===== config.mk =====
export PLATFORM = sky130hd
export DESIGN_NAME = bcd_counter
export DESIGN_NICKNAME = d
export VERILOG_FILES = /design/src/rtl/bcd_pkg.sv /design/src/rtl/bcd_digit.sv /design/src/rtl/bcd_counter.sv
export SDC_FILE = /design/constraint.sdc
export NUM_CORES = 1
export LEC_CHECK = 0
export BUFFER_PORTS_ARGS = -buffer_cell sky130_fd_sc_hd__buf_2
export CORE_MARGIN = 10
export CORE_UTILIZATION = 55
export CTS_CLUSTER_SIZE = 14
export DETAILED_ROUTE_END_ITERATION = 8
export PLACE_DENSITY = 0.8
export SYNTH_ARGS = -nofsm -noshare
export SYNTH_HDL_FRONTEND = slang
export SYNTH_SLANG_ARGS = --single-unit

===== constraint.sdc =====
create_clock -name clk -period 5.6 [get_ports clk]
set_input_delay 0.56 -clock clk [delete_from_list [all_inputs] [get_ports clk]]
set_output_delay 0.56 -clock clk [all_outputs]
set_load 0.01 [all_outputs]

===== src/rtl/bcd_pkg.sv =====
// Shared BCD constants and helpers for the multi-digit BCD counter.
// Used by bcd_digit and bcd_counter via import bcd_pkg::*.
package bcd_pkg;

  localparam int         BCD_W      = 4;
  localparam logic [3:0] BCD_MAX    = 4'd9;
  localparam int         MAX_DIGITS = 8;

  // Decimal integer to packed BCD, digit 0 in bits [3:0]; evaluated at elaboration.
  function automatic logic [BCD_W*MAX_DIGITS-1:0] to_bcd(input int unsigned val);
    logic [BCD_W*MAX_DIGITS-1:0] r;
    int unsigned                 v;
    r = '0;
    v = val;
    for (int i = 0; i < MAX_DIGITS; i++) begin
      r[BCD_W*i +: BCD_W] = 4'(v % 10);
      v = v / 10;
    end
    return r;
  endfunction

  function automatic logic [BCD_W-1:0] clamp_digit(input logic [BCD_W-1:0] d);
    return (d > BCD_MAX) ? BCD_MAX : d;
  endfunction

endpackage


===== src/rtl/bcd_digit.sv =====
// One BCD digit register with ripple carry (up) / borrow (down) chaining.
// carry_in/carry_out carry the borrow when dec is asserted.
module bcd_digit
  import bcd_pkg::*;
(
  input  logic             clk,
  input  logic             reset,
  input  logic             ld,
  input  logic [BCD_W-1:0] ld_val,
  input  logic             inc,
  input  logic             dec,
  input  logic             carry_in,
  output logic [BCD_W-1:0] q,
  output logic             carry_out
);

  logic [BCD_W-1:0] digit_q;
  logic [BCD_W-1:0] digit_d;

  always_comb begin
    digit_d   = digit_q;
    carry_out = 1'b0;
    if (inc) begin
      carry_out = carry_in && (digit_q == BCD_MAX);
    end else if (dec) begin
      carry_out = carry_in && (digit_q == '0);
    end

    if (ld) begin
      digit_d = ld_val;
    end else if (inc && carry_in) begin
      digit_d = (digit_q == BCD_MAX) ? '0 : digit_q + 4'd1;
    end else if (dec && carry_in) begin
      digit_d = (digit_q == '0) ? BCD_MAX : digit_q - 4'd1;
    end
  end

  always_ff @(posedge clk) begin
    if (!reset) begin
      digit_q <= '0;
    end else begin
      digit_q <= digit_d;
    end
  end

  assign q = digit_q;

endmodule


===== src/rtl/bcd_counter.sv =====
// Multi-digit BCD up/down counter with load, programmable maximum and tc pulse.
// Define BCD_COUNTER_SATURATE_EN to saturate at 0/MAX_VAL instead of wrapping.
module bcd_counter
  import bcd_pkg::*;
#(
  parameter int DIGITS  = 3,
  parameter int MAX_VAL = 999
) (
  input  logic                  clk,
  input  logic                  reset,
  input  logic                  en,
  input  logic                  up,
  input  logic                  load,
  input  logic [4*DIGITS-1:0]   load_val,
  output logic [4*DIGITS-1:0]   count,
  output logic                  tc
);

  localparam int CW = 4 * DIGITS;
  localparam logic [CW-1:0] MAX_BCD = CW'(to_bcd(MAX_VAL));
`ifdef BCD_COUNTER_SATURATE_EN
  localparam logic [CW-1:0] PRE_MAX_BCD = CW'(to_bcd(MAX_VAL - 1));
  localparam logic [CW-1:0] ONE_BCD     = CW'(to_bcd(1));
`endif

  logic [CW-1:0]   count_w;
  logic [CW-1:0]   clamped;
  logic [CW-1:0]   load_sel;
  logic [CW-1:0]   ld_vec;
  logic [DIGITS:0] carry;
  logic            inc_req;
  logic            dec_req;
  logic            wrap_up;
  logic            wrap_dn;
  logic            ld_all;
  logic            tc_q;
  logic            tc_d;

  assign inc_req  = en && !load && up;
  assign dec_req  = en && !load && !up;
  assign carry[0] = 1'b1;

  // A full borrow out of the top digit means every digit was 0.
  assign wrap_up = inc_req && (count_w == MAX_BCD);
  assign wrap_dn = dec_req && carry[DIGITS];

  // Clamped BCD digits compare numerically as a plain unsigned vector.
  always_comb begin
    for (int i = 0; i < DIGITS; i++) begin
      clamped[4*i +: 4] = clamp_digit(load_val[4*i +: 4]);
    end
    load_sel = (clamped > MAX_BCD) ? MAX_BCD : clamped;
  end

  always_comb begin
    ld_all = load || wrap_up || wrap_dn;
    ld_vec = load_sel;
    tc_d   = 1'b0;
    if (!load) begin
`ifdef BCD_COUNTER_SATURATE_EN
      ld_vec = wrap_up ? MAX_BCD : '0;
      tc_d   = (inc_req && (count_w == PRE_MAX_BCD)) ||
               (dec_req && (count_w == ONE_BCD));
`else
      ld_vec = wrap_up ? '0 : MAX_BCD;
      tc_d   = wrap_up || wrap_dn;
`endif
    end
  end

  for (genvar gi = 0; gi < DIGITS; gi++) begin : g_digit
    bcd_digit u_digit (
      .clk       (clk),
      .reset     (reset),
      .ld        (ld_all),
      .ld_val    (ld_vec[4*gi +: 4]),
      .inc       (inc_req),
      .dec       (dec_req),
      .carry_in  (carry[gi]),
      .q         (count_w[4*gi +: 4]),
      .carry_out (carry[gi+1])
    );
  end

  always_ff @(posedge clk) begin
    if (!reset) begin
      tc_q <= 1'b0;
    end else begin
      tc_q <= tc_d;
    end
  end

  assign count = count_w;
  assign tc    = tc_q;

endmodule


==> impl_results.md <==
* Via Count at 1634
* P_leak at a little over 0.0006 uW
* Post-synth EDFFs at 0
* WP data required at around 5800 ps
* Root Driver: clkbuf_4
* #FFs+latches synth at 13
* Setup Crit Path Kind: flop to flop
* Initial DRC Count at around 260
* Setup ws final at between 3000 and 4000 ps
* Hold Slack at a little over 500 ps
* Setup-failing EPs final at 0
* Initial Utilization at 0.572
* ANT cells at 0
* Vias in the first global route at about 1500
* Clk_lat worst skew at about 280 ps
* GRT overflow at 0
* Longest Clk Path Bufs at 2
* Setup TNS at 0 ps
* Place WS at 2900 ps
* RSZ-0062 raised after global routing: false
* Core Area at approximately 0.0025 mm^2
* Area grow syn2layout at 9.08%
* Min-delay worst type: primary input to flop
* DR vias/cell at slightly below 7
* Layout cells sized above 1 at 0.208
* Post-CTS Hold Fix Bufs at 0
* Crit share post-route at 0.434
* P per Cell Area at about 180 mW/mm^2
* CTS clk-pin slew, worst paths at approximately 90 ps
* Fmax at just over 0.4 GHz
* Final min period at between 2000 and 2500 ps
* Die height at roughly 70 um
* Synth Net Count at 208
* Syn. warnings at 0
* TritonRoute pass-1 iters at 4
* Crit. End Element: flop
* Clock sinks at 13
* VDD IR max at 0.140 mV
* Dpl hpwl at between 3000 and 4000 um
* Post-synth ARST share at 0
* Pins Over Slew Limit at 0
* Final cell count without fillers at 237
* Pin count of the biggest net entering global routing at 23
* Die width at around 70 um
* Netlist cell types at 60
* Cells after Synth at about 190
* Post-synth top flop: dfxtp_1
* Slew at the pin closest to its max-slew limit at about 770 ps
* Max-Cap Viols at 0
* Fillers at 224
* DR DRC count at 0
* Dpl cells at ~230
* Final Util at 0.624
* CTS buffer count at 3
* WL final at 4190 um
* Post-DRT Antenna Nets at 0
* Commonest non-fill, non-tap cells in the layout: 29 x buf_2, 17 x nand2_1, 16 x o21ai_0
* Placer Congestion at a little under 1
* H-tree depth at 1
* CTS tree: done
* Startpoint types: flop
* Worst path arrival time at 2600 ps
* Syn Area/Cell at roughly 7.4 um^2
* Cell Area, Synth at about 0.0014 mm^2
* Tot GR Track Use at 0.167
* Post-CTS setup buffer count at 0
* Post-synthesis sequential area ratio at 0.185
* Worst reg2reg setup slack at about 3200 ps
* Post-CTS sizing at 0
* Commonest non-fill, non-tap cell in the layout: buf_2
* Layout net count at between 200 and 250
* Status: finished clean
* Port bufs at 29
* Worst-path fanout max at 12
* Clock Skew at around 2.7 ps
* Initial antenna violation count at 0
* Row cnt at 18
* First-pass GRT wire length at ~7300 um
* Final-report hold violation count at 0
* Slew headroom at 0.478
* Io pins at 30
* Die footprint at between 0.004 and 0.005 mm^2
* DR WL/cell at roughly 18 um
through the flow:
step	cell area, um^2	total power [uW]
3_3_place_gp	1510	215
6_report	1530	283
2_1_floorplan	1410	192
5_1_grt	1530	302
3_5_place_dp	1510	219
4_1_cts	1530	283
routing by layer:
| layer | up-vias | GRT usage | part of all wire |
|---|---|---|---|
| li1 | 766 | - | - |
| met1 | 746 | 0.220 | 0.43 |
| met2 | 114 | 0.256 | 0.46 |
| met3 | 8 | 0.0460 | 0.10 |
| met4 | 0 | 0.0559 | 0.012 |
| met5 | - | 0 | 0 |
cell type report:
| class | instances | area (um^2) | share of cell area |
|---|---|---|---|
| multi-input combinational | 153 | 1030 | 0.674 |
| sequential | 13 | 260 | 0.170 |
| clock buffer | 4 | 26.3 | 0.0171 |
| tap | 30 | 37.5 | 0.0245 |
| timing repair buffer | 29 | 145 | 0.0947 |
| inverter | 8 | 30.0 | 0.0196 |
synth_stat cells, types with 4 or more instances:
cell type / count / area [um^2]
nand2_1: 17 / 63.8
nor2_1: 8 / 30.0
a221oi_1: 4 / 35.0
nand3_1: 5 / 25.0
inv_1: 8 / 30.0
nand3b_1: 4 / 30.0
or3_1: 4 / 25.0
clkbuf_1: 8 / 30.0
nor3_1: 9 / 45.0
dfxtp_1: 13 / 260
a21oi_1: 8 / 40.0
o31ai_1: 5 / 37.5
buf_2: 8 / 40.0
xnor2_1: 4 / 35.0
o21ai_0: 16 / 80.1
o21a_1: 5 / 37.5
report_power, final:
| part | leakage [uW] | internal, uW | switching [uW] |
|---|---|---|---|
| Clock | 0.0000150 | 27.6 | 35.5 |
| Combinational | 0.000488 | 44.4 | 53.5 |
| Sequential | 0.000107 | 99.3 | 22.4 |
logic make-up after synthesis:
group | synth area share
and+or+nand+nor | 0.349
buffers and inverters | 0.0793
DFF | 0.185
muxes | 0.0142
AOI/OAI and AO/OA | 0.329
xor gates and xnor gates | 0.0436
worst paths after layout:
kind	endpoint	depth (start not counted)	start
worst min-delay path	g_digit[0].u_digit.q[1]	3	load_val[1]
worst min register to register	g_digit[2].u_digit.q[2]	2	g_digit[2].u_digit.q[1]
worst max register to register	g_digit[1].u_digit.q[2]	5	g_digit[0].u_digit.q[1]
worst max-delay path	g_digit[1].u_digit.q[2]	5	g_digit[0].u_digit.q[1]
worst max-delay path: stages (launching register included):
cell	delay, ps
dfxtp_1	430
or4_1	740
nand4b_1	450
nand2_1	270
nor3_1	80
a2111oi_0	350
registers in the layout, indices dropped and copies added, names as in the netlist:
name,flops
tc,1
g_digit.u_digit.q,12
No activity file was read; power rests on OpenSTA's default activity.
